File: config.mk
export PLATFORM = sky130hd
export DESIGN_NAME = effect_param_controller
export DESIGN_NICKNAME = d
export VERILOG_FILES = /design/src/rtl/effect_param_controller.sv
export SDC_FILE = /design/constraint.sdc
export NUM_CORES = 1
export LEC_CHECK = 0
export BUFFER_PORTS_ARGS = -buffer_cell sky130_fd_sc_hd__buf_2
export CORE_ASPECT_RATIO = 0.6
export CORE_MARGIN = 4
export CORE_UTILIZATION = 40
export DETAILED_ROUTE_END_ITERATION = 7
export PLACE_DENSITY_LB_ADDON = 0.1
export SETUP_SLACK_MARGIN = 0.3
export SYNTH_ARGS = -nofsm -noshare
export SYNTH_HDL_FRONTEND = slang
export SYNTH_SLANG_ARGS = --single-unit
File: constraint.sdc
create_clock -name CLK -period 5.5 [get_ports CLK]
set_input_delay 1.1 -clock CLK [delete_from_list [all_inputs] [get_ports CLK]]
set_output_delay 1.1 -clock CLK [all_outputs]
set_load 0.02 [all_outputs]
File: src/rtl/effect_param_controller.sv
// Front-panel parameter controller: synchronises and debounces the up/down
// keys, decodes the mode switches and keeps one saturating signed parameter
// per effect mode, with auto-repeat on held keys and a two-key reset.
module effect_param_controller #(
    parameter int NUM_MODES       = 4,
    parameter int SW_W            = 2,
    parameter int PARAM_W         = 16,
    parameter int PARAM_MIN       = 1,
    parameter int PARAM_MAX       = 50,
    parameter int PARAM_DEFAULT   = 1,
    parameter int STEP            = 1,
    parameter int DEBOUNCE_CYCLES = 50000,
    parameter int REPEAT_DELAY    = 25000000,
    parameter int REPEAT_PERIOD   = 5000000
) (
    input  logic                         CLK,
    input  logic                         RST,
    input  logic                         key_up,
    input  logic                         key_down,
    input  logic [SW_W-1:0]              SW,
    output logic [$clog2(NUM_MODES)-1:0] mode,
    output logic signed [PARAM_W-1:0]    param,
    output logic                         param_changed
);

    localparam int MODE_W  = $clog2(NUM_MODES);
    localparam int DB_W    = $clog2(DEBOUNCE_CYCLES + 1);
    localparam int RPT_MAX = (REPEAT_DELAY > REPEAT_PERIOD) ? REPEAT_DELAY : REPEAT_PERIOD;
    localparam int RPT_W   = $clog2(RPT_MAX + 1);

    typedef logic signed [PARAM_W-1:0] param_t;
    typedef logic signed [PARAM_W:0]   wide_t;

    localparam wide_t  MIN_X  = wide_t'(PARAM_MIN);
    localparam wide_t  MAX_X  = wide_t'(PARAM_MAX);
    localparam wide_t  STEP_X = wide_t'(STEP);
    localparam param_t DEF_P  = param_t'(PARAM_DEFAULT);

    typedef enum logic [2:0] {
        S_IDLE,
        S_HOLD_UP,
        S_HOLD_DN,
        S_REPEAT_UP,
        S_REPEAT_DN,
        S_BOTH,
        S_WAIT_RELEASE
    } state_t;

    // ------------------------------------------------------------------
    // Key conditioning: index 0 = up, index 1 = down (both active-low)
    // ------------------------------------------------------------------
    logic [1:0] key_raw;
    logic [1:0] key_db;

    assign key_raw = {key_down, key_up};

    genvar gi;
    generate
        for (gi = 0; gi < 2; gi++) begin : g_key
            logic            s1_q, s2_q, db_q, db_d;
            logic [DB_W-1:0] cnt_q, cnt_d;

            // Debounce: accept the synchronised level once it has disagreed
            // with the accepted level for DEBOUNCE_CYCLES consecutive cycles.
            always_comb begin
                db_d  = db_q;
                cnt_d = '0;
                if (s2_q != db_q) begin
                    if (cnt_q == DB_W'(DEBOUNCE_CYCLES)) begin
                        db_d = s2_q;
                    end else begin
                        cnt_d = cnt_q + DB_W'(1);
                    end
                end
            end

            // Synchroniser and debounce state, released (high) out of reset.
            always_ff @(posedge CLK) begin
                if (RST) begin
                    s1_q  <= 1'b1;
                    s2_q  <= 1'b1;
                    db_q  <= 1'b1;
                    cnt_q <= '0;
                end else begin
                    s1_q  <= key_raw[gi];
                    s2_q  <= s1_q;
                    db_q  <= db_d;
                    cnt_q <= cnt_d;
                end
            end

            assign key_db[gi] = db_q;
        end
    endgenerate

    // ------------------------------------------------------------------
    // Mode select
    // ------------------------------------------------------------------
    logic [SW_W-1:0]   sw_s1_q, sw_s2_q;
    logic [MODE_W-1:0] mode_q, mode_d;

    // Out-of-range switch codes fall back to bypass.
    always_comb begin
        mode_d = '0;
        if (int'(sw_s2_q) < NUM_MODES) begin
            mode_d = MODE_W'(sw_s2_q);
        end
    end

    // Switch synchroniser and registered mode.
    always_ff @(posedge CLK) begin
        if (RST) begin
            sw_s1_q <= '0;
            sw_s2_q <= '0;
            mode_q  <= '0;
        end else begin
            sw_s1_q <= SW;
            sw_s2_q <= sw_s1_q;
            mode_q  <= mode_d;
        end
    end

    // ------------------------------------------------------------------
    // Parameter store and key FSM
    // ------------------------------------------------------------------
    // Entry 0 belongs to bypass; it is never written so it always reads default.
    param_t          params_q [NUM_MODES];
    param_t          params_d [NUM_MODES];
    state_t          state_q, state_d;
    logic [RPT_W-1:0] rpt_cnt_q, rpt_cnt_d;
    logic            changed_q, changed_d;

    function automatic param_t sat_up(input param_t v);
        wide_t s;
        s = wide_t'(v) + STEP_X;
        if (s > MAX_X) s = MAX_X;
        return param_t'(s);
    endfunction

    function automatic param_t sat_dn(input param_t v);
        wide_t s;
        s = wide_t'(v) - STEP_X;
        if (s < MIN_X) s = MIN_X;
        return param_t'(s);
    endfunction

    // Next state, repeat timing and the write-back to the active mode register.
    always_comb begin
        logic   up_p, dn_p;
        param_t cur, nxt;

        state_d   = state_q;
        rpt_cnt_d = '0;
        changed_d = 1'b0;
        for (int i = 0; i < NUM_MODES; i++) begin
            params_d[i] = params_q[i];
        end
        up_p = ~key_db[0];
        dn_p = ~key_db[1];
        cur  = params_q[mode_q];
        nxt  = cur;

        if (mode_d != mode_q) begin
            // A mode switch cancels any key action in progress without stepping.
            if (state_q != S_IDLE) begin
                state_d = S_WAIT_RELEASE;
            end
        end else if (mode_q == '0) begin
            // Bypass: keys only matter for leaving WAIT_RELEASE.
            if (state_q == S_WAIT_RELEASE) begin
                if (!up_p && !dn_p) state_d = S_IDLE;
            end else begin
                state_d = S_IDLE;
            end
        end else begin
            case (state_q)
                S_IDLE: begin
                    if (up_p && dn_p) begin
                        state_d = S_BOTH;
                    end else if (up_p) begin
                        nxt     = sat_up(cur);
                        state_d = S_HOLD_UP;
                    end else if (dn_p) begin
                        nxt     = sat_dn(cur);
                        state_d = S_HOLD_DN;
                    end
                end
                S_HOLD_UP, S_REPEAT_UP: begin
                    if (dn_p) begin
                        state_d = S_BOTH;
                    end else if (!up_p) begin
                        state_d = S_IDLE;
                    end else if ((state_q == S_HOLD_UP  && rpt_cnt_q == RPT_W'(REPEAT_DELAY - 1)) ||
                                 (state_q == S_REPEAT_UP && rpt_cnt_q == RPT_W'(REPEAT_PERIOD - 1))) begin
                        nxt     = sat_up(cur);
                        state_d = S_REPEAT_UP;
                    end else begin
                        rpt_cnt_d = rpt_cnt_q + RPT_W'(1);
                    end
                end
                S_HOLD_DN, S_REPEAT_DN: begin
                    if (up_p) begin
                        state_d = S_BOTH;
                    end else if (!dn_p) begin
                        state_d = S_IDLE;
                    end else if ((state_q == S_HOLD_DN  && rpt_cnt_q == RPT_W'(REPEAT_DELAY - 1)) ||
                                 (state_q == S_REPEAT_DN && rpt_cnt_q == RPT_W'(REPEAT_PERIOD - 1))) begin
                        nxt     = sat_dn(cur);
                        state_d = S_REPEAT_DN;
                    end else begin
                        rpt_cnt_d = rpt_cnt_q + RPT_W'(1);
                    end
                end
                S_BOTH: begin
                    nxt     = DEF_P;
                    state_d = S_WAIT_RELEASE;
                end
                S_WAIT_RELEASE: begin
                    if (!up_p && !dn_p) state_d = S_IDLE;
                end
                default: state_d = S_IDLE;
            endcase
        end

        // Only a real value change is written back and reported.
        if (nxt != cur) begin
            params_d[mode_q] = nxt;
            changed_d        = 1'b1;
        end
    end

    // FSM, repeat counter and change pulse registers.
    always_ff @(posedge CLK) begin
        if (RST) begin
            state_q   <= S_IDLE;
            rpt_cnt_q <= '0;
            changed_q <= 1'b0;
        end else begin
            state_q   <= state_d;
            rpt_cnt_q <= rpt_cnt_d;
            changed_q <= changed_d;
        end
    end

    generate
        for (gi = 0; gi < NUM_MODES; gi++) begin : g_param
            // Per-mode parameter register, retained across mode switches.
            always_ff @(posedge CLK) begin
                if (RST) begin
                    params_q[gi] <= DEF_P;
                end else begin
                    params_q[gi] <= params_d[gi];
                end
            end
        end
    endgenerate

    assign mode          = mode_q;
    assign param         = params_q[mode_q];
    assign param_changed = changed_q;

endmodule

==> summary by stage <==
Run status
The flow ran to the end, and the final reports show no timing, DRC or antenna violations.

Floorplan
The initial cell density of the core is about two fifths. The area of the die is between 0.02 and 0.03 mm². The total number of placement rows is 42. The I/O pin total is 25.

After floorplanning, the core was sized to cover 0.0221 mm². From left edge to right edge, the die measures 202 µm. The height of the chip is 124 µm.

Yosys
In this run, synthesis inferred 0 flip-flops with an integrated enable. The synthesis-stage register bit count is 137. Synthesis handed over a netlist of approximately 1,100 instances. The most instantiated flip-flop cell in the synthesis netlist is dfxtp_1.

The summed instance area of the synthesized netlist is 0.00904 mm². The Yosys warning count is 0. The mean area per synthesized cell is 8.04 µm². The number of distinct library cells after synthesis is 86.

Synthesis produced a netlist with a net count of 1,139. Ranked by total cell area, the synthesized netlist is headed by dfxtp_1 (30%), mux2i_1 (5.4%), nor2_1 (5.1%). dfxtp_1 takes more of the synthesized area than any other cell. For this run, asynchronously set or reset flops after synthesis account for 0%. Summed over its instances, the top area cell type makes up a little under a third of the synthesized netlist area. The part of the Yosys area used for sequential elements is a little under a third.

Critical path
Counting cells, the worst reg-to-reg path comes to 18. The setup check on the worst reg-to-reg path leaves a slack of 460 ps. STA classifies the critical path startpoint as a register.

Data on the critical path arrives at its endpoint at roughly 5400 ps. The critical path goes through buf_12 -> mux4_2 -> inv_1 -> ha_1 -> inv_1 -> or4_1 -> o21a_1 -> or2_1 -> or3b_1 -> nor4b_2 -> nor2_1 -> a211oi_1 -> a221o_1 -> nor4_4 -> buf_4 -> a21oi_4 -> buf_6 -> mux2i_1. STA classifies the critical path endpoint as a register. The slowest stage of the critical path is the or4_1 cell. In this design, the critical path's most frequently occurring cell is inv_1. The terminus of the critical flop-to-flop path is params_q[3][6]. The beginning of the worst register-to-register path is mode[0].

The critical setup path kind is register to register. The maximum single-stage delay on the critical path is 640 ps. At the worst endpoint, the required time is 5870 ps. In this run the worst path has a maximum fanout of 21.

Final layout
The relative area change from synthesis to final layout is 15.7%. The number of nets at the end of the flow is 1,181. The final antenna diode count is 0. The count of cells in the finished layout, fillers not included, comes to 1,488. The post-route netlist has 15.5% of its cells at a drive strength greater than 1.

The total of fill cells in the finished design is 2,193. The area of combinational cells with multiple inputs is just under 0.006 mm². The area used by sequential logic in the layout is 0.00275 mm².

Global routing
After global routing the overflow that remains totals 0. The via count of the first global-routing pass is 8,170. Entering global routing, the biggest net connects 56 pins. The first-pass GRT wire length is 51,000 µm.

The initial antenna violation count is 1. Global routing used 26.2% of the available tracks.

Placement
After detailed placement, the design holds a cell count of 1,453. The weighted congestion at the end of routability-driven global placement is roughly 1.1. The count of buffers from port buffering is 24. The placed wire-length estimate is 24,900 µm.

Timing
The number of hold-slack violations in the final timing report is 0. On the final layout, the worst clock skew is ~13 ps. Setup repair after global routing left no endpoint under its margin. The count of final max-slew check failures came to 0. The share of the clock period used by the worst path after layout is about 90%. Setup violations remaining at the end of the flow were counted as 0. Adding up every negative setup slack in the final design gives 0 ps.

The remaining max-slew budget at the tightest pin is about a quarter. The slew of the pin with the lowest slew margin is 1140 ps. Static timing analysis puts the maximum clock frequency at 198 MHz. The time the final worst path needs with I/O delays and setup is 5040 ps.

Routing
The violation count after the first detailed-route iteration is roughly 1,200. The number of antenna-violating nets in the routed design is 0. The total detailed-routing wirelength is 32,800 µm.

Dividing the detail-routed wire length by the instance count gives 22.1 µm. The first detailed-routing pass took 6 iterations. The final routed DRC violation total is 0. The number of vias after detailed routing is 8,911. The ratio of routed vias to standard cells is 5.99.

Clock network
TritonCTS built the clock tree. After clock tree synthesis, the clock-pin slew on the worst setup and hold paths is 60 ps. The CTS buffer count is 17. The H-tree generated during clock tree synthesis spans 4 levels. In this run the deepest clock path goes through 2 buffers.

At the later pin of the worst-skew pair, clock insertion delay measures 450 ps. The root buffer cell is clkbuf_16. The clock net sink count is 137.

Min path
The number of cells on the worst hold path is 1. The worst hold path begins at g_key[0].s1_q. The min-delay analysis places its worst path in the category register to register.

For hold timing, the worst endpoint is g_key[0].s2_q.

Power and ir drop
In this run the power density over the cells is 226 mW/mm². The design draws 2360 µW. The peak ir drop on the vdd network is 0.217 mV.

The reported leakage power is 0.00358 µW.

Flow run
The max-capacitance violation count is 0.
## power by group
group	switching, µW	total (µW)	internal (µW)
clock	465	1230	761
combinational	92.3	130	38.2
sequential	7.50	1010	998
total	565	2360	1800
## routing by layer
metal  share of wire [%]  routed length (µm)  track usage (%)  up-vias
met5               0.033                  11                0        -
met4                 1.6                 537             5.86        2
met3                  15                4790             11.6       54
met2                  34               11300             30.5      490
met1                  49               16200             41.8     4200
li1                    -                   -                -     4165
## cell families after synthesis
family / after synthesis / share of synthesized area (%)
multiplexers: 78 / 10.7
buffers and inverters: 108 / 4.96
XOR/XNOR: 71 / 6.88
AND/OR/NAND/NOR: 507 / 29.9
flip-flops: 137 / 30.3
adder cells (fa/ha/maj): 8 / 1.11
AO/OA/AOI/OAI: 216 / 16.2
## layout by cell type, fill, tap and decap left out, types with 17 or more instances in the layout
cell / count
xor2_1: 31
a21oi_1: 50
clkbuf_16: 17
o21ai_0: 45
buf_2: 24
buf_4: 73
nand4_1: 22
nor2_1: 124
nand3_1: 62
nor2b_1: 40
nand2_1: 104
xnor2_1: 40
dfxtp_1: 136
nor3_1: 34
or3_1: 17
mux2i_1: 49
inv_1: 25
## critical path: cells and delay by family, from the launching register on
kind	cells	cell delay (ps)
AO/OA/AOI/OAI	4	1010
adder cells (fa/ha/maj)	1	170
flip-flops	1	480
buffers and inverters	5	860
multiplexers	2	540
AND/OR/NAND/NOR	6	1880
## stage by stage
step	utilization, %	hold slack (ps)	setup WS [ps]	instance area, µm²
floorplan	-	389	493	9040
global placement	44.2	400	251	9780
detailed placement	44.2	398	198	9780
CTS	47.1	417	290	10400
global route	47.3	436	287	10500
finish	47.3	414	459	10500
## synth_stat cells, drive strengths merged (31+ instances only)
cell type,number
nor2,124
clkbuf,58
dfxtp,137
o21ai,46
xor2,31
a21oi,53
nor2b,40
nand3,62
nand2,104
xnor2,40
nor3,38
mux2i,49
## worst max-delay path by stage
stage	start	to	slack (ps)	cells after the start
detailed placement	mode[1]	params_q[1][8]	200	15
global route	mode[1]	params_q[2][8]	290	16
floorplan	mode[1]	params_q[1][1]	490	18
global placement	mode[1]	params_q[3][8]	250	15
CTS	mode[1]	params_q[1][4]	290	18
finish	mode[0]	params_q[3][6]	460	18
## what timing repair did
| action | CTS | global route |
|---|---|---|
| setup buffers | 0 | 3 |
| endpoints found under the setup margin | 34 | 48 |
| cloned | 0 | 0 |
| resized for setup | 3 | 6 |
| hold endpoints to repair | 0 | 0 |
| pin swaps | 0 | 1 |
| hold buffers | 0 | 0 |
## flip-flops by register name, summed over array words and instances (netlist names)
register and flops:
mode_d 2, params_q 64, sw_s1_q 2, mode 2, g_key.db_q 2, state_q 3
rpt_cnt_q 25, param_changed 1, g_key.s2_q 2, g_key.s1_q 2, g_key.cnt_q 32
## final cells by class
| class | count | share of cell area [%] |
|---|---|---|
| flip-flops and latches | 137 | 26.2 |
| clock inverters | 10 | 1.59 |
| multi-input cells | 880 | 56.2 |
| inverters | 29 | 1.04 |
| clock buffers | 22 | 4.25 |
| well taps | 308 | 3.68 |
| repair buffers | 102 | 7.01 |
Power figures use the tool's default switching activity.
